[src/rtl/leaf_stream_packetizer_pkg.sv]
// Shared definitions for the leaf stream packetizer: BFT packet field layout,
// credit sizing, FSM state encoding and packet build/decode helpers.
package leaf_stream_packetizer_pkg;

  localparam int PACKET_BITS        = 49;
  localparam int PAYLOAD_BITS       = 32;
  localparam int NUM_LEAF_BITS      = 5;
  localparam int NUM_PORT_BITS      = 4;
  localparam int NUM_ADDR_BITS      = 7;
  localparam int NUM_BRAM_ADDR_BITS = 7;

  // Field positions inside a packet: {vld, leaf, port, addr, payload}
  localparam int VLD_BIT     = PACKET_BITS - 1;
  localparam int LEAF_LSB    = VLD_BIT - NUM_LEAF_BITS;
  localparam int PORT_LSB    = LEAF_LSB - NUM_PORT_BITS;
  localparam int ADDR_LSB    = PORT_LSB - NUM_ADDR_BITS;
  localparam int PAYLOAD_LSB = 0;

  // Credit counts 0..2**NUM_BRAM_ADDR_BITS inclusive, hence one extra bit
  localparam int CREDIT_BITS = NUM_BRAM_ADDR_BITS + 1;
  localparam logic [CREDIT_BITS-1:0] CREDIT_MAX = CREDIT_BITS'(2 ** NUM_BRAM_ADDR_BITS);

  localparam logic [NUM_PORT_BITS-1:0] CTRL_PORT = '0;

  typedef logic [PACKET_BITS-1:0] packet_t;

  typedef enum logic [1:0] {
    IDLE  = 2'd0,
    SEND  = 2'd1,
    STALL = 2'd2
  } state_t;

  function automatic packet_t make_packet(
    input logic [NUM_LEAF_BITS-1:0] leaf,
    input logic [NUM_PORT_BITS-1:0] port,
    input logic [NUM_ADDR_BITS-1:0] addr,
    input logic [PAYLOAD_BITS-1:0]  payload
  );
    return {1'b1, leaf, port, addr, payload};
  endfunction

  function automatic logic is_credit_update(
    input packet_t                  p,
    input logic [NUM_LEAF_BITS-1:0] self_leaf
  );
    return p[VLD_BIT] &&
           (p[LEAF_LSB +: NUM_LEAF_BITS] == self_leaf) &&
           (p[PORT_LSB +: NUM_PORT_BITS] == CTRL_PORT);
  endfunction

  function automatic logic [CREDIT_BITS-1:0] credit_incr(input packet_t p);
    return p[PAYLOAD_LSB +: CREDIT_BITS];
  endfunction

endpackage

[src/rtl/leaf_stream_packetizer_if.sv]
// Stream and BFT signals of the packetizer. The user side (master) drives the
// word stream and BFT inputs; the packetizer (slave) drives ack and the packet.
interface leaf_stream_packetizer_if;
  import leaf_stream_packetizer_pkg::*;

  // Handshakes: a stream word moves on a cycle with vld_user2packetizer &
  // ack_packetizer2user; ack never waits on vld. A packet with bit 48 set on
  // dout_leaf_interface2bft is consumed on a cycle with bft_ready high and is
  // held unchanged until then. resend high blocks both handshakes.
  logic [PAYLOAD_BITS-1:0] din_user2packetizer;
  logic                    vld_user2packetizer;
  logic                    ack_packetizer2user;
  packet_t                 din_leaf_bft2interface;
  packet_t                 dout_leaf_interface2bft;
  logic                    bft_ready;
  logic                    resend;

  modport master (
    output din_user2packetizer,
    output vld_user2packetizer,
    input  ack_packetizer2user,
    output din_leaf_bft2interface,
    input  dout_leaf_interface2bft,
    output bft_ready,
    output resend
  );

  modport slave (
    input  din_user2packetizer,
    input  vld_user2packetizer,
    output ack_packetizer2user,
    input  din_leaf_bft2interface,
    output dout_leaf_interface2bft,
    input  bft_ready,
    input  resend
  );

endinterface

[src/rtl/leaf_stream_packetizer_credit_counter.sv]
// Receiver freespace credit: one credit spent per word sent, refilled by
// credit updates, saturating at the receive buffer depth with a sticky error.
module leaf_credit_counter
  import leaf_stream_packetizer_pkg::*;
(
  input  logic                   clk,
  input  logic                   reset,
  input  logic                   xfer,
  input  logic                   upd_vld,
  input  logic [CREDIT_BITS-1:0] upd_incr,
  output logic [CREDIT_BITS-1:0] credit_cnt,
  output logic [CREDIT_BITS-1:0] credit_next,
  output logic                   credit_err
);

  localparam int SUM_BITS = CREDIT_BITS + 2;

  logic [SUM_BITS-1:0] sum;
  logic                over;

  // Spend and refill land in the same cycle; the wide sum keeps overflow visible
  always_comb begin
    sum = SUM_BITS'(credit_cnt) - SUM_BITS'(xfer);
    if (upd_vld) begin
      sum = sum + SUM_BITS'(upd_incr);
    end
    over        = (sum > SUM_BITS'(CREDIT_MAX));
    credit_next = over ? CREDIT_MAX : sum[CREDIT_BITS-1:0];
  end

  always_ff @(posedge clk) begin
    if (reset) begin
      credit_cnt <= CREDIT_MAX;
      credit_err <= 1'b0;
    end else begin
      credit_cnt <= credit_next;
      if (over) begin
        credit_err <= 1'b1;
      end
    end
  end

endmodule

[src/rtl/leaf_stream_packetizer.sv]
// Transmit end of a leaf input port: packs a vld/ack word stream into BFT
// packets for one remote (leaf, port), throttled by receiver credits.
module leaf_stream_packetizer
  import leaf_stream_packetizer_pkg::*;
#(
  parameter logic [NUM_LEAF_BITS-1:0] SELF_LEAF = NUM_LEAF_BITS'(1)
) (
  input  logic                     clk,
  input  logic                     reset,
  input  logic [NUM_LEAF_BITS-1:0] dest_leaf,
  input  logic [NUM_PORT_BITS-1:0] dest_port,
  input  logic                     ap_start,
  leaf_stream_packetizer_if.slave  bus,
  output logic [CREDIT_BITS-1:0]   credit_cnt,
  output logic                     credit_err,
  output state_t                   state_dbg
);

  state_t                   state;
  logic [NUM_LEAF_BITS-1:0] leaf_q;
  logic [NUM_PORT_BITS-1:0] port_q;
  logic [NUM_ADDR_BITS-1:0] addr_q;
  packet_t                  out_q;

  logic                     out_vld;
  logic                     ack;
  logic                     xfer;
  logic                     upd_vld;
  logic [CREDIT_BITS-1:0]   upd_incr;
  logic [CREDIT_BITS-1:0]   credit_next;

  assign out_vld = out_q[VLD_BIT];

  // A new word may enter only when the output slot is empty or draining now
  assign ack  = (state == SEND) && (credit_cnt != '0) && !bus.resend &&
                (!out_vld || bus.bft_ready);
  assign xfer = ack && bus.vld_user2packetizer;

  // Credit updates are dropped while frozen so all state holds still
  assign upd_vld  = !bus.resend && is_credit_update(bus.din_leaf_bft2interface, SELF_LEAF);
  assign upd_incr = credit_incr(bus.din_leaf_bft2interface);

  assign bus.ack_packetizer2user     = ack;
  assign bus.dout_leaf_interface2bft = bus.resend ? '0 : out_q;
  assign state_dbg                   = state;

  always_ff @(posedge clk) begin
    if (reset) begin
      state  <= IDLE;
      leaf_q <= '0;
      port_q <= '0;
    end else begin
      case (state)
        IDLE: begin
          if (ap_start) begin
            leaf_q <= dest_leaf;
            port_q <= dest_port;
            state  <= SEND;
          end
        end
        SEND: begin
          if (credit_next == '0) begin
            state <= STALL;
          end
        end
        STALL: begin
          if (credit_next != '0) begin
            state <= SEND;
          end
        end
        default: state <= IDLE;
      endcase
    end
  end

  always_ff @(posedge clk) begin
    if (reset) begin
      addr_q <= '0;
      out_q  <= '0;
    end else if (!bus.resend) begin
      if (xfer) begin
        out_q  <= make_packet(leaf_q, port_q, addr_q, bus.din_user2packetizer);
        addr_q <= addr_q + NUM_ADDR_BITS'(1);
      end else if (bus.bft_ready) begin
        out_q <= '0;
      end
    end
  end

  leaf_credit_counter u_credit (
    .clk         (clk),
    .reset       (reset),
    .xfer        (xfer),
    .upd_vld     (upd_vld),
    .upd_incr    (upd_incr),
    .credit_cnt  (credit_cnt),
    .credit_next (credit_next),
    .credit_err  (credit_err)
  );

endmodule

[src/flat_wrapper.sv]
// flat-port wrapper written by rule: the top's interface ports become plain ports
module leaf_stream_packetizer_flat import leaf_stream_packetizer_pkg::*;
#(
  parameter logic [NUM_LEAF_BITS-1:0] SELF_LEAF = NUM_LEAF_BITS'(1)
)
  (clk, reset, dest_leaf, dest_port, ap_start, credit_cnt, credit_err, state_dbg, bus_din_user2packetizer, bus_vld_user2packetizer, bus_ack_packetizer2user, bus_din_leaf_bft2interface, bus_dout_leaf_interface2bft, bus_bft_ready, bus_resend);
  leaf_stream_packetizer_if bus_i ();
  input  logic clk;
  input  logic reset;
  input  logic [NUM_LEAF_BITS-1:0] dest_leaf;
  input  logic [NUM_PORT_BITS-1:0] dest_port;
  input  logic ap_start;
  output logic [CREDIT_BITS-1:0] credit_cnt;
  output logic credit_err;
  output state_t state_dbg;
  input wire logic [$bits(bus_i.din_user2packetizer)-1:0] bus_din_user2packetizer;
  input wire logic [$bits(bus_i.vld_user2packetizer)-1:0] bus_vld_user2packetizer;
  output wire logic [$bits(bus_i.ack_packetizer2user)-1:0] bus_ack_packetizer2user;
  input wire logic [$bits(bus_i.din_leaf_bft2interface)-1:0] bus_din_leaf_bft2interface;
  output wire logic [$bits(bus_i.dout_leaf_interface2bft)-1:0] bus_dout_leaf_interface2bft;
  input wire logic [$bits(bus_i.bft_ready)-1:0] bus_bft_ready;
  input wire logic [$bits(bus_i.resend)-1:0] bus_resend;
  assign bus_i.din_user2packetizer = bus_din_user2packetizer;
  assign bus_i.vld_user2packetizer = bus_vld_user2packetizer;
  assign bus_ack_packetizer2user = bus_i.ack_packetizer2user;
  assign bus_i.din_leaf_bft2interface = bus_din_leaf_bft2interface;
  assign bus_dout_leaf_interface2bft = bus_i.dout_leaf_interface2bft;
  assign bus_i.bft_ready = bus_bft_ready;
  assign bus_i.resend = bus_resend;
  leaf_stream_packetizer #(.SELF_LEAF(SELF_LEAF)) u_core (.clk(clk), .reset(reset), .dest_leaf(dest_leaf), .dest_port(dest_port), .ap_start(ap_start), .bus(bus_i), .credit_cnt(credit_cnt), .credit_err(credit_err), .state_dbg(state_dbg));
endmodule
[config.mk]
export PLATFORM = sky130hd
export DESIGN_NAME = leaf_stream_packetizer_flat
export DESIGN_NICKNAME = d
export VERILOG_FILES = /design/src/rtl/leaf_stream_packetizer_pkg.sv /design/src/rtl/leaf_stream_packetizer_if.sv /design/src/rtl/leaf_stream_packetizer_credit_counter.sv /design/src/rtl/leaf_stream_packetizer.sv /design/src/flat_wrapper.sv
export SDC_FILE = /design/constraint.sdc
export NUM_CORES = 1
export LEC_CHECK = 0
export CORE_ASPECT_RATIO = 0.8
export CORE_MARGIN = 5
export CORE_UTILIZATION = 39
export CTS_CLUSTER_DIAMETER = 120
export CTS_CLUSTER_SIZE = 25
export DETAILED_ROUTE_END_ITERATION = 8
export PLACE_DENSITY_LB_ADDON = 0.2
export SYNTH_ARGS = -nofsm -noshare
export SYNTH_HDL_FRONTEND = slang
export SYNTH_SLANG_ARGS = --single-unit
export TNS_END_PERCENT = 50
[constraint.sdc]
create_clock -name clk -period 4.15 [get_ports clk]
set_clock_uncertainty 0.1 [all_clocks]
set_input_delay 0.6225 -clock clk [delete_from_list [all_inputs] [get_ports clk]]
set_output_delay 0.6225 -clock clk [all_outputs]
set_load 0.05 [all_outputs]
**Word-level counts from Yosys, hierarchy flattened**

Index checks and enable logic that the tools add are counted.

- Input bits: 96
- Word-level logic and storage cells: 47
- Latch bits: 0
- Bits in writable memories: 0
- Output and inout bits: 61
- Flip-flop bits (word level): 76
- ROM bits: 0
- Memories: 0

- Magnitude comparators: 1
- Multiplexer cells: 9
- Reduce and logical (&&, ||, !) cells: 20
- Multipliers: 0
- Add/subtract/negate cells: 3
- Divide/modulo/power cells: 0
- Equal/unequal tests: 6
- Bitwise gates (word level): 1
- Shift operators: 0

Operators by type and width:

| operator | count |
|---|---|
| two-way mux 49 bit | 3 |
| nonzero test 8 bit | 2 |
| adder 10 x 8 -> 10 bit | 1 |
| greater-than comparator 10 x 8 -> 1 bit (second input constant) | 1 |
| two-way mux 10 bit | 1 |
| subtractor 8 x 1 -> 9 bit | 1 |
| zero test 8 bit | 1 |
| two-way mux 8 bit | 1 |
| adder 7 x 1 -> 7 bit (second input constant) | 1 |
| logical AND 1 bit | 7 |
| two-way mux 2 bit | 3 |
| one-hot mux 2 bit (3 select lines) | 1 |
| AND reduction 2 bit | 3 |
| == test 5 x 1 -> 1 bit (second input constant) | 1 |
| zero test 4 bit | 1 |
| != test 2 bit (second input constant) | 2 |
| AND reduction 3 bit | 1 |
| == test 2 x 1 -> 1 bit (second input constant) | 1 |
| == test 2 bit (second input constant) | 1 |
| zero test 1 bit | 2 |
| zero test 2 bit | 1 |
| != test 2 x 1 -> 1 bit (second input constant) | 1 |
| nonzero test 2 bit | 1 |
| logical OR 1 bit | 1 |
| inverter 1 bit | 1 |

**Logic depth before layout (Yosys ltp)**

Gate-level depths: netlist of run 1.

- Depth in word-level cells: 13
- Mapped depth: 17
- Mapped depth without buffers: 15

**Cells and area by module**

A second synthesis of run 1 with hierarchy kept.

- Cell total of the unflattened synthesis: 488
- Area, all modules: 4057.6 um^2

By module, submodules not included:

| module | cells an instance | times used | area each (um^2) | sequential area each (um^2) |
|---|---|---|---|---|
| leaf_stream_packetizer | 374 | 1 | 3126.7 | 1341.3 |
| leaf_credit_counter | 114 | 1 | 930.9 | 180.2 |

**Least setup slack after synthesis of run 1**

OpenSTA, ideal clock, no wires.

- Path type: register to register
- Start point: register u_core.u_credit.credit_cnt[6]
- End point: register u_core.state[0] (netlist: u_core.state_dbg[0])
- Clock period less this slack: 4511 ps
- Data arrival time: 4286 ps
- Path buffers: 1
- Data required time: 3925 ps
- Path slack: -361 ps
- Stages on the path, launching flop included: 15
- Library setup time: 125 ps
- Cells stage by stage: dfxtp_1 -> nor4_1 -> a211oi_1 -> clkbuf_1 -> ha_1 -> ha_1 -> xnor2_1 -> inv_1 -> ha_1 -> a211oi_1 -> nor2_1 -> o21a_1 -> o31a_1 -> o41a_1 -> o41a_1

- Longest elaborated chain between the ends: 13
- Elaborated cells between the ends (all ways): 15
- Those cells by class: add/sub: 2; order compare: 1; eq/ne: 2; mux: 2; reduce/logical: 8

RTL lines:

| item | line | source |
|---|---|---|
| from (decl) | leaf_stream_packetizer_credit_counter.sv:11 | `output logic [CREDIT_BITS-1:0] credit_cnt,` |
| from (signal assigned) | leaf_stream_packetizer_credit_counter.sv:36 | `credit_cnt <= credit_next;` |
| nonzero test 8 bit * | leaf_stream_packetizer.sv:35 | `assign ack = (state == SEND) && (credit_cnt != '0) && !bus.resend &&` |
| logical AND 1 bit * (3 in a row) | leaf_stream_packetizer.sv:35 |  |
| logical AND 1 bit * | leaf_stream_packetizer.sv:37 | `assign xfer = ack && bus.vld_user2packetizer;` |
| named net u_core.u_credit.xfer | leaf_stream_packetizer_credit_counter.sv:8 | `input logic xfer,` |
| subtractor 8 x 1 -> 9 bit * | leaf_stream_packetizer_credit_counter.sv:23 | `sum = SUM_BITS'(credit_cnt) - SUM_BITS'(xfer);` |
| adder 10 x 8 -> 10 bit | leaf_stream_packetizer_credit_counter.sv:25 | `sum = sum + SUM_BITS'(upd_incr);` |
| two-way mux 10 bit * | leaf_stream_packetizer_credit_counter.sv:24 | `if (upd_vld) begin` |
| greater-than comparator 10 x 8 -> 1 bit | leaf_stream_packetizer_credit_counter.sv:27 | `over = (sum > SUM_BITS'(CREDIT_MAX));` |
| two-way mux 8 bit * | leaf_stream_packetizer_credit_counter.sv:28 | `credit_next = over ? CREDIT_MAX : sum[CREDIT_BITS-1:0];` |
| zero test 8 bit or nonzero test 8 bit (tied branches) | leaf_stream_packetizer.sv:62, leaf_stream_packetizer.sv:67 |  |
| != test 2 bit (no line) or != test 2 x 1 -> 1 bit (tied branches) | - |  |
| AND reduction 3 bit (no line) * | - |  |
| to (signal assigned) | leaf_stream_packetizer.sv:63 | `state <= STALL;` |
| to (signal assigned) | leaf_stream_packetizer.sv:68 | `state <= SEND;` |
| to (signal assigned) | leaf_stream_packetizer.sv:71 | `default: state <= IDLE;` |
| to (decl) | leaf_stream_packetizer.sv:19 | `state_t state;` |

Mark *: on every way through the listed nets, which the timed path passes. The rest lies on a longest branch.
A chain may end at the register's enable or synchronous reset.

**Worst setup path in the final report of run 1**

- Start point: input port bus_bft_ready
- End point: register u_core.state[0] (netlist: u_core.state_dbg[0])

- Longest elaborated chain between the ends: 11
- Elaborated cells between the ends (all ways): 13
- Those cells by class: add/sub: 2; order compare: 1; eq/ne: 2; mux: 2; reduce/logical: 6

RTL lines:

| item | line | source |
|---|---|---|
| from (decl) | flat_wrapper.sv:21 | `input wire logic [$bits(bus_i.bft_ready)-1:0] bus_bft_ready;` |
| logical OR 1 bit * | leaf_stream_packetizer.sv:36 | `(!out_vld \|\| bus.bft_ready);` |
| logical AND 1 bit * | leaf_stream_packetizer.sv:35 |  |
| logical AND 1 bit * | leaf_stream_packetizer.sv:37 |  |
| subtractor 8 x 1 -> 9 bit * | leaf_stream_packetizer_credit_counter.sv:23 |  |
| adder 10 x 8 -> 10 bit | leaf_stream_packetizer_credit_counter.sv:25 |  |
| two-way mux 10 bit * | leaf_stream_packetizer_credit_counter.sv:24 |  |
| greater-than comparator 10 x 8 -> 1 bit | leaf_stream_packetizer_credit_counter.sv:27 |  |
| two-way mux 8 bit * | leaf_stream_packetizer_credit_counter.sv:28 |  |
| zero test 8 bit or nonzero test 8 bit (tied branches) | leaf_stream_packetizer.sv:62, leaf_stream_packetizer.sv:67 |  |
| != test 2 bit (no line) or != test 2 x 1 -> 1 bit (tied branches) | - |  |
| AND reduction 3 bit (no line) * | - |  |

Mark *: on every way between the ends. The rest lies on a longest branch, timed or not.

==> results of run 1 <==
## worst max-delay path, cell delays in order
cell and delay [ns]:
clkdlybuf4s50_1 0.47, nand2b_1 0.12, nand3_2 0.13, a211oi_4 0.20, ha_2 0.22, ha_2 0.20, buf_4 0.12, nand2_1 0.08
xnor2_2 0.20, ha_1 0.31, o21ai_2 0.10, nor2_2 0.06, o21a_1 0.17, o31a_1 0.26, o41a_1 0.46, o41a_1 0.37
## metal layers
layer | track usage (%) | up-vias | part of all wire [%]
li1 | - | 1787 | -
met1 | 22.6 | 1687 | 44
met2 | 29.4 | 106 | 47
met3 | 7.29 | 11 | 8.1
met4 | 4.63 | 0 | 1.1
met5 | 0 | - | 0
## placed cells by master, fill, tap and decap left out, types with 3 or more instances in the layout
master           instances
or3_1                    3
a211oi_2                 5
xor2_1                  11
nand4_1                  3
inv_1                    8
and3_1                   3
clkbuf_16                9
nand2b_1                 4
xnor2_1                  4
nand3_1                  7
nor2_1                  67
nor2b_1                 49
dfxtp_1                 67
nand2_1                 31
o21ai_0                  5
a21oi_1                 17
o21a_1                   4
clkdlybuf4s50_1        123
nor3_1                   5
ha_1                     8
mux2i_1                  3
nor4_1                   3
and2_1                   7
dfxtp_2                  9
a22oi_1                 48
buf_4                   32
## sequential cells by signal, indices dropped and copies added, names as in the netlist
signal / cells
u_core.out_q: 49
u_core.u_credit.credit_err: 1
u_core.state_dbg: 2
u_core.u_credit.credit_cnt: 8
u_core.addr_q: 7
u_core.leaf_q: 5
u_core.port_q: 4
## power groups by stage
stage	Combinational, mW	Clock, mW	Sequential [mW]
2_1_floorplan	0.184	0	0.804
3_3_place_gp	0.374	0	0.785
3_5_place_dp	0.380	0	0.787
4_1_cts	0.390	0.682	0.772
5_1_grt	0.434	0.717	0.775
6_report	0.403	0.658	0.773
## how the worst min path moves through the flow
stage / cells past startpoint / start / slack [ns] / endpoint
2_1_floorplan: 2 / u_core.leaf_q[0] / 0.34 / u_core.leaf_q[0]
6_report: 2 / u_core.leaf_q[0] / 0.36 / u_core.leaf_q[0]
3_3_place_gp: 2 / u_core.port_q[2] / 0.34 / u_core.port_q[2]
5_1_grt: 2 / u_core.leaf_q[2] / 0.39 / u_core.leaf_q[2]
3_5_place_dp: 2 / u_core.port_q[2] / 0.36 / u_core.port_q[2]
4_1_cts: 2 / u_core.port_q[2] / 0.36 / u_core.port_q[2]
## logic make-up after synthesis
kind of cell               after synthesis  share of synthesized area, %
muxes                                    3                         0.813
DFF                                     76                          41.2
AOI/OAI and AO/OA                       93                          18.3
xor gates and xnor gates                17                          4.03
and+or+nand+nor                        197                          27.5
buffers and inverters                   35                          3.59
adders and majority gates               13                          4.61
## area by class of cell
class	count	area [um2]	area share [%]
multi-input cells	323	2160	38.6
clock buffers	12	246	4.40
inverters	8	30.0	0.536
well taps	115	144	2.57
repair buffers	157	1480	26.5
flip-flops and latches	76	1530	27.4
## repair_timing
item                                    CTS  global route
endpoints found under the setup margin   11            11
pin swaps                                 1             2
gates cloned                              0             0
buffers inserted                          1             0
gates resized for setup                   5            14
## stage by stage
step	std cells	total power, mW	cell area (um2)	TNS, ns	setup slack (ns)
final	691	1.83	5600	0	0.142
after global routing	691	1.93	5600	-0.0115	-0.0115
after CTS	691	1.84	5530	0	0.0106
after detailed placement	678	1.17	5250	-4.79	-0.541
after global placement	678	1.16	5250	-3.83	-0.498
after floorplan	434	0.989	3720	0	0.0168
==> results.md, run 1 <==
- Result of the run: completed
- Final nets: roughly 700
- Type of origin of the critical path: primary input
- Core region area: roughly 9000 um2
- Residual DRC count: 0
- H-tree level count: 3
- Final-layout fill cell count: 836
- Overall fraction of global-route tracks in use: between 10% and 20%
- Endpoint of the lowest-slack register-to-register path: u_core.state_dbg[0]
- Post-CTS Hold Fix Bufs: 0
- Final Hold Violating Endpoints: 0
- Maximum number of pins on one net before global-route repair: 72
- Die H: 97.0 um
- R2R cell count: 12
- Global-route congestion overflow total: 0
- Number of DRC markers after the initial detailed-route iteration: between 200 and 300
- Relative slew margins: 24.9%
- Launch instance of the worst register-to-register path: u_core.u_credit.credit_cnt[4]
- Fraction of final layout cells with drive strength greater than 1: around 14%
- Biggest fanout along the worst timing path: 4
- Clock sink total: 76
- Logic pwr share: roughly 22%
- Clock insertion delay at the later pin of the skew report: about 0.32 ns
- Final GP Congestion: about 0.85
- Net switching power of the design: ~0.48 mW
- Final critical-path share of the clock period: a little over nine tenths
- First-pass GRT wire length: roughly 17 mm
- Most repeated cell in the gate-level netlist after synthesis: dfxtp_1
- Number of storage elements in the synthesis netlist: 76
- Power density over the cells: ~330 nW/um2
- Minimum period implied by the final worst setup slack: around 4.0 ns
- Synth Cell Area: between 3000 and 4000 um2
- Top-level I/O count: approximately 160
- Number of warnings reported in the yosys synthesis log: 0
- Worst-Margin Slew: 1.12 ns
- Routed length per instance: about 15 um
- Synth Instances: ~430
- Via count normalized by instance count: a little over 5
- Clock tree root driver cell: clkbuf_16
- Post-Synthesis Net Count: approximately 540
- Synth Area per Inst: about 8.5 um2
- Leading register cell type out of synthesis: dfxtp_1
- Worst ir drop on vdd: 257 uV
- Worst Setup End Kind: flop
- Part of the Yosys area used for sequential elements: between 40 and 50%
- Number of I/O port buffers: around 130
- Path category of the worst min-delay check: reg -> reg
- Number of unique standard cell types used by synthesis: 42
- Setup CP Type: in -> reg
- Worst path arrival time: roughly 4.1 ns
- TritonCTS clock tree: yes
- Final core area utilization: 61.2%
- Vias in the first global route: ~3500
- Count of maximum capacitance violations: 0
- Fmax achieved: roughly 250 MHz
- Most area-hungry cell type in the Yosys netlist: dfxtp_1
- Switching Fraction: a little over a quarter
- Critical path origin: bus_bft_ready
- Antenna violations before repair: 0
- Overall routed net length: around 11 mm
- Die ar.: between 10000 and 15000 um2
- Number of CTS-inserted buffers: 9
- Biggest area contributors in the synthesized netlist: dfxtp_1 (41%), a22oi_1 (9.8%), nor2b_1 (8.5%)
- Required time at the worst-slack endpoint: between 4 and 5 ns
- Fraction of synthesized cell area taken by the top area cell type: 41.2%
- LEAKAGE: ~2.1 nW
- Final HPWL from detailed placement: between 7 and 8 mm
- Worst-case clock buffer depth: 2
- Synthesis-to-layout area growth: 51.6%
- Setup-failing EPs final: 0
- Number of enable-type register cells in the synthesized netlist: 0
- Vias after detailed routing: approximately 3600
- Worst hold slack across all endpoints: ~0.36 ns
- Share of power burned in registers: a little over two fifths
- Pre-Repair DR Iteration Count: 8
- Relative contribution of the clock network to total power: between 30% and 40%
- Synth top cells by count: dfxtp_1 (76), nor2_1 (69), nor2b_1 (50)
- Number of inserted diodes: 0
- Number of routed nets with antenna violations: 0
- Reg2reg setup slack: about 0.31 ns
- Fraction of registers with async set/reset: 0%
- Max Transition Viols Final: 0
- Effective utilization at floorplan: around 40%
- CTS clk-pin slew, worst paths: around 0.050 ns
- Row cnt: 31
- Destination of the critical timing path: u_core.state_dbg[0]
- Cell internal pwr: 1.35 mW
- Die width: 119 um
(Power assumes the default switching activity.)
==> run 2, diff against run 1 <==
--- a/config.mk
+++ b/config.mk
@@ -11,7 +11,7 @@
 export CTS_CLUSTER_DIAMETER = 120
 export CTS_CLUSTER_SIZE = 25
 export DETAILED_ROUTE_END_ITERATION = 8
-export PLACE_DENSITY_LB_ADDON = 0.2
+export PLACE_DENSITY_LB_ADDON = 0.3
 export SYNTH_ARGS = -nofsm -noshare
 export SYNTH_HDL_FRONTEND = slang
 export SYNTH_SLANG_ARGS = --single-unit
==> results.md, run 2 (same netlist as run 1, synthesis figures left out) <==
- Registers with the most flip-flops: u_core.out_q x49, u_core.u_credit.credit_cnt x8, u_core.addr_q x7
- Overall routed net length: ~11 mm
- TritonCTS clock tree: yes
- Final nets: a little under 700
- Via count normalized by instance count: 5.13
- Routed length per instance: between 15 and 20 um
- Row cnt: 31
- Clock insertion delay at the later pin of the skew report: 0.33 ns
- Final-layout fill cell count: 789
- Number of I/O port buffers: between 100 and 150
- Placement Cell Area: approximately 5300 um2
- Setup CP Type: in -> reg
- Clock sink total: 76
- Post-placement setup slack: -0.439 ns
- RSZ-0062 raised after global routing: no
- Path category of the worst min-delay check: reg -> reg
- Most common library cell in the layout ignoring fill and taps: clkdlybuf4s50_1
- Residual DRC count: 0
- Die width: about 120 um
- Worst Setup End Kind: flop
- Maximum number of pins on one net before global-route repair: between 70 and 80
- Worst-case clock buffer depth: 2
- Core region area: a little over 9000 um2
- Vias after detailed routing: around 3600
- First-pass GRT wire length: ~18 mm
- Worst hold slack across all endpoints: approximately 0.36 ns
- Final critical-path share of the clock period: approximately 92%
- Final instance area: 5810 um2
- LEAKAGE: approximately 2.3 nW
- Crit path setup slack, layout: 0.332 ns
- Antenna violations before repair: 0
- Number of standard cells in the layout, taps in and fillers out: approximately 700
- Count of maximum capacitance violations: 0
- Vias in the first global route: between 3000 and 4000
- Worst path arrival time: approximately 4 ns
- CTS clk-pin slew, worst paths: roughly 0.06 ns
- Post-route total power: between 2 and 2.5 mW
- Worst ir drop on vdd: 255 uV
- Number of inserted diodes: 0
- Register with the most flip-flops: u_core.out_q
- Minimum period implied by the final worst setup slack: around 3.8 ns
- Overall fraction of global-route tracks in use: a little under a fifth
- Final Hold Violating Endpoints: 0
- Effective utilization at floorplan: roughly 40%
- Final HPWL from detailed placement: ~7.9 mm
- Most used cells in the layout excluding fill and tap cells: clkdlybuf4s50_1 (122), nor2_1 (67), dfxtp_1 (67)
- Max Transition Viols Final: 0
- Fmax achieved: approximately 260 MHz
- Die H: roughly 97 um
- H-tree level count: 3
- Synthesis-to-layout area growth: 57.4%
- Fraction of final layout cells with drive strength greater than 1: between 10% and 20%
- Number of DRC markers after the initial detailed-route iteration: 253
- Accumulated negative setup slack: 0 ns
- Total placed cells including tap cells: around 700
- Setup-failing EPs final: 0
- Global-route congestion overflow total: 0
- Die ar.: 11500 um2
- Number of flip-flops under the largest register name: a little under 50
- Biggest fanout along the worst timing path: 5
- Pre-Repair DR Iteration Count: 5
- Worst-Margin Slew: between 0.7 and 0.8 ns
- Top-level I/O count: approximately 160
- Required time at the worst-slack endpoint: roughly 4.3 ns
- Number of routed nets with antenna violations: 0
- Final GP Congestion: about 0.87
- Number of CTS-inserted buffers: 9
- Final core area utilization: approximately 63%
- Result of the run: completed
- Relative slew margins: between 50% and 60%
- Power density over the cells: between 300 and 400 nW/um2
- Clock tree root driver cell: clkbuf_16
- Type of origin of the critical path: primary input
==> run 2: power breakdown <==
part / internal (mW) / switching [mW] / leakage (nW)
sequential: 0.753 / 0.0192 / 0.619
combinational: 0.205 / 0.218 / 1.46
clock: 0.573 / 0.285 / 0.169
total: 1.53 / 0.522 / 2.25
==> run 2: layer usage <==
metal  global-route usage [%]  routed length [um]  up-vias
li1                         -                   -     1804
met1                     24.3                4990     1669
met2                     30.0                5230      120
met3                     7.17                 878       10
met4                     4.81                  97        0
met5                        0                   0        -
==> run 2: worst paths after layout <==
kind | depth (start not counted) | slack [ns] | end | startpoint
max reg2reg | 12 | 0.34 | u_core.state_dbg[0] | u_core.u_credit.credit_cnt[4]
min | 2 | 0.36 | u_core.leaf_q[3] | u_core.leaf_q[3]
min reg2reg | 2 | 0.36 | u_core.leaf_q[3] | u_core.leaf_q[3]
max | 15 | 0.33 | u_core.u_credit.credit_cnt[6] | bus_vld_user2packetizer
==> run 2: what timing repair did <==
item,CTS,global route
setup endpoints to repair,7,11
setup buffers,0,4
hold endpoints to repair,0,0
pin swaps,1,18
hold buffers,0,0
gates resized for setup,5,25
==> run 2: worst max-delay path: stages <==
cell and delay, ns:
clkdlybuf4s50_1 0.46, inv_1 0.07, a211oi_4 0.18, ha_2 0.25
nand2b_1 0.09, nor4_2 0.24, xnor2_1 0.18, inv_1 0.11
ha_4 0.24, o21a_1 0.21, o21a_1 0.21, a211oi_2 0.20
a211oi_2 0.08, or4_4 0.61, a211oi_2 0.20
==> run 2: layout make-up <==
type | count | area [um2] | area share (%)
clock buffers | 12 | 267 | 4.59
clock inverters | 4 | 70.1 | 1.21
inverters | 8 | 30.0 | 0.517
multi-input cells | 323 | 2230 | 38.4
flip-flops and latches | 76 | 1530 | 26.4
well taps | 115 | 144 | 2.48
repair buffers | 164 | 1540 | 26.4
==> run 3, diff against run 2 <==
--- a/config.mk
+++ b/config.mk
@@ -5,9 +5,11 @@
 export SDC_FILE = /design/constraint.sdc
 export NUM_CORES = 1
 export LEC_CHECK = 0
+export CELL_PAD_IN_SITES_DETAIL_PLACEMENT = 1
+export CELL_PAD_IN_SITES_GLOBAL_PLACEMENT = 1
 export CORE_ASPECT_RATIO = 0.8
 export CORE_MARGIN = 5
-export CORE_UTILIZATION = 39
+export CORE_UTILIZATION = 27
 export CTS_CLUSTER_DIAMETER = 120
 export CTS_CLUSTER_SIZE = 25
 export DETAILED_ROUTE_END_ITERATION = 8
==> results.md, run 3 (same netlist as run 1, synthesis figures left out) <==
- Result of the run: completed
- LEAKAGE: roughly 2.2 nW
- Start point of the worst min-delay path: u_core.leaf_q[3]
- Switching Fraction: about 28%
- Final nets: 689
- Die ar.: between 15000 and 20000 um2
- Register with the most flip-flops: u_core.out_q
- Final critical-path share of the clock period: a little over nine tenths
- Post-placement setup slack: -0.542 ns
- Final GP Congestion: about 0.8
- Global-route congestion overflow total: 0
- Relative contribution of the clock network to total power: a little under two fifths
- Required time at the worst-slack endpoint: 4.26 ns
- Critical Path, Cell by Cell: clkdlybuf4s50_1 -> nand2b_4 -> nand3_4 -> a211oi_4 -> ha_4 -> ha_4 -> buf_4 -> nand2_1 -> xor2_2 -> inv_1 -> ha_4 -> and4_1 -> o21a_1 -> nor2_2 -> mux2i_1 -> buf_4 -> or2_2 -> o41a_1
- Launch instance of the worst register-to-register path: u_core.u_credit.credit_cnt[2]
- Vias after detailed routing: between 3000 and 4000
- Core region area: 13500 um2
- Clock tree root driver cell: clkbuf_16
- Setup-failing EPs final: 0
- Clock insertion delay at the later pin of the skew report: 0.33 ns
- Power density over the cells: approximately 330 nW/um2
- H-tree level count: 3
- Worst ir drop on vdd: between 150 and 200 uV
- CP max stage delay: 0.48 ns
- Pre-Repair DR Iteration Count: 5
- Die width: 141 um
- Cell internal pwr: 1.38 mW
- Post-CTS Hold Fix Bufs: 0
- Net switching power of the design: approximately 0.53 mW
- Die H: 115 um
- Worst-case clock buffer depth: 2
- Post-route total power: 1.91 mW
- Most used cell, CP: ha_4
- First-pass GRT wire length: a little under 20 mm
- Total placed cells including tap cells: approximately 750
- TritonCTS clock tree: yes
- Count of maximum capacitance violations: 0
- Final HPWL from detailed placement: between 8 and 9 mm
- Path category of the worst min-delay check: reg -> reg
- Most used cells in the layout excluding fill and tap cells: clkdlybuf4s50_1 (123), nor2_1 (67), dfxtp_1 (67)
- Final Hold Violating Endpoints: 0
- Share of power burned in registers: about two fifths
- Final core area utilization: a little over two fifths
- Minimum period implied by the final worst setup slack: roughly 4 ns
- Number of DRC markers after the initial detailed-route iteration: about 170
- Number of routed nets with antenna violations: 0
- Area of the multi-input gates: between 2000 and 2500 um2
- Worst hold path depth: 2
- Clock sink total: 76
- Effective utilization at floorplan: 27.3%
- Routed length per instance: about 16 um
- Relative slew margins: ~20%
- Fmax achieved: between 200 and 250 MHz
- Antenna violations before repair: 0
- Number of CTS-inserted buffers: 9
- Biggest fanout along the worst timing path: 5
- Setup CP Type: in -> reg
- Worst-Margin Slew: 1.19 ns
- Vias in the first global route: around 3800
- Synthesis-to-layout area growth: 58.2%
- Endpoint of the lowest-slack register-to-register path: u_core.state_dbg[0]
- Number of inserted diodes: 0
- Crit path setup slack, layout: around 0.13 ns
- CTS clk-pin slew, worst paths: 0.06 ns
- Worst Setup End Kind: flop
- Number of standard cells in the layout, taps in and fillers out: between 700 and 800
- Overall routed net length: ~12 mm
- Type of origin of the critical path: primary input
- Number of flip-flops under the largest register name: 49
- Logic pwr share: 22.1%
- Area used by sequential logic in the layout: 1530 um2
- Fraction of final layout cells with drive strength greater than 1: between 15 and 20%
- Cell at the slowest stage of the critical path: clkdlybuf4s50_1
- Maximum number of pins on one net before global-route repair: between 70 and 80
- Residual DRC count: 0
- Most common library cell in the layout ignoring fill and taps: clkdlybuf4s50_1
- Top-level I/O count: roughly 160
- Number of buffers and inverters on the critical path: 4
- Via count normalized by instance count: about 4.7
- R2R cell count: 17
- Max Transition Viols Final: 0
- Overall fraction of global-route tracks in use: around 15%
- Number of I/O port buffers: around 130
- Placement Cell Area: between 5000 and 6000 um2
- Final instance area: between 5000 and 6000 um2
- Row cnt: 38
- Reg2reg setup slack: ~0.44 ns
- Kind of cell with the highest combined delay on the critical path: compound AO/OA/AOI/OAI gates
- End point of the most critical hold path: u_core.leaf_q[3]
- Registers with the most flip-flops: u_core.out_q x49, u_core.u_credit.credit_cnt x8, u_core.addr_q x7
- Worst path arrival time: between 4 and 5 ns
- Final-layout fill cell count: about 1600
run 3: per-stage QoR:
step	hold slack (ns)	setup TNS [ns]
2_1_floorplan	0.337	0
3_3_place_gp	0.344	-3.46
3_5_place_dp	0.354	-4.98
4_1_cts	0.362	0
5_1_grt	0.388	-0.0250
6_report	0.357	0
run 3: worst max-delay path by stage:
| stage | start | end | cells past startpoint |
|---|---|---|---|
| 2_1_floorplan | bus_resend | u_core.state_dbg[0] | 15 |
| 3_3_place_gp | bus_bft_ready | u_core.u_credit.credit_err | 17 |
| 3_5_place_dp | bus_bft_ready | u_core.state_dbg[0] | 14 |
| 4_1_cts | bus_bft_ready | u_core.state_dbg[0] | 14 |
| 5_1_grt | bus_bft_ready | u_core.state_dbg[0] | 18 |
| 6_report | bus_bft_ready | u_core.state_dbg[0] | 18 |
run 3: worst min-delay path, delay by kind of cell (launching register included):
kind	cells	cell delay, ns
flops	1	0.31
simple gates	1	0.05
compound gates	1	0.05
run 3: power by group through the flow:
stage / Sequential, mW / Combinational [mW] / Clock, mW
3_5_place_dp: 0.788 / 0.394 / 0
4_1_cts: 0.772 / 0.403 / 0.733
2_1_floorplan: 0.804 / 0.184 / 0
5_1_grt: 0.777 / 0.456 / 0.764
3_3_place_gp: 0.786 / 0.383 / 0
6_report: 0.774 / 0.423 / 0.713
run 3: final cells by class:
cell class / instances / share of cell area, %
repair buffers: 162 / 26.0
inverters: 8 / 0.514
well taps: 180 / 3.86
clock buffers: 12 / 4.22
flip-flops and latches: 76 / 26.2
multi-input cells: 323 / 38.7
clock inverters: 4 / 0.428
run 3: routing by layer:
layer	global-route usage [%]	wire length [um]	vias to the layer above
met4	3.68	95	0
li1	-	-	1800
met5	0	0	-
met3	4.22	574	9
met2	24.3	5820	69
met1	19.7	5840	1725
run 3: what timing repair did:
item                       in CTS  in global routing
pin swaps                       2                 10
cloned                          0                  0
resized for setup              10                 22
setup endpoints to repair      10                 11
setup buffers                   0                  2
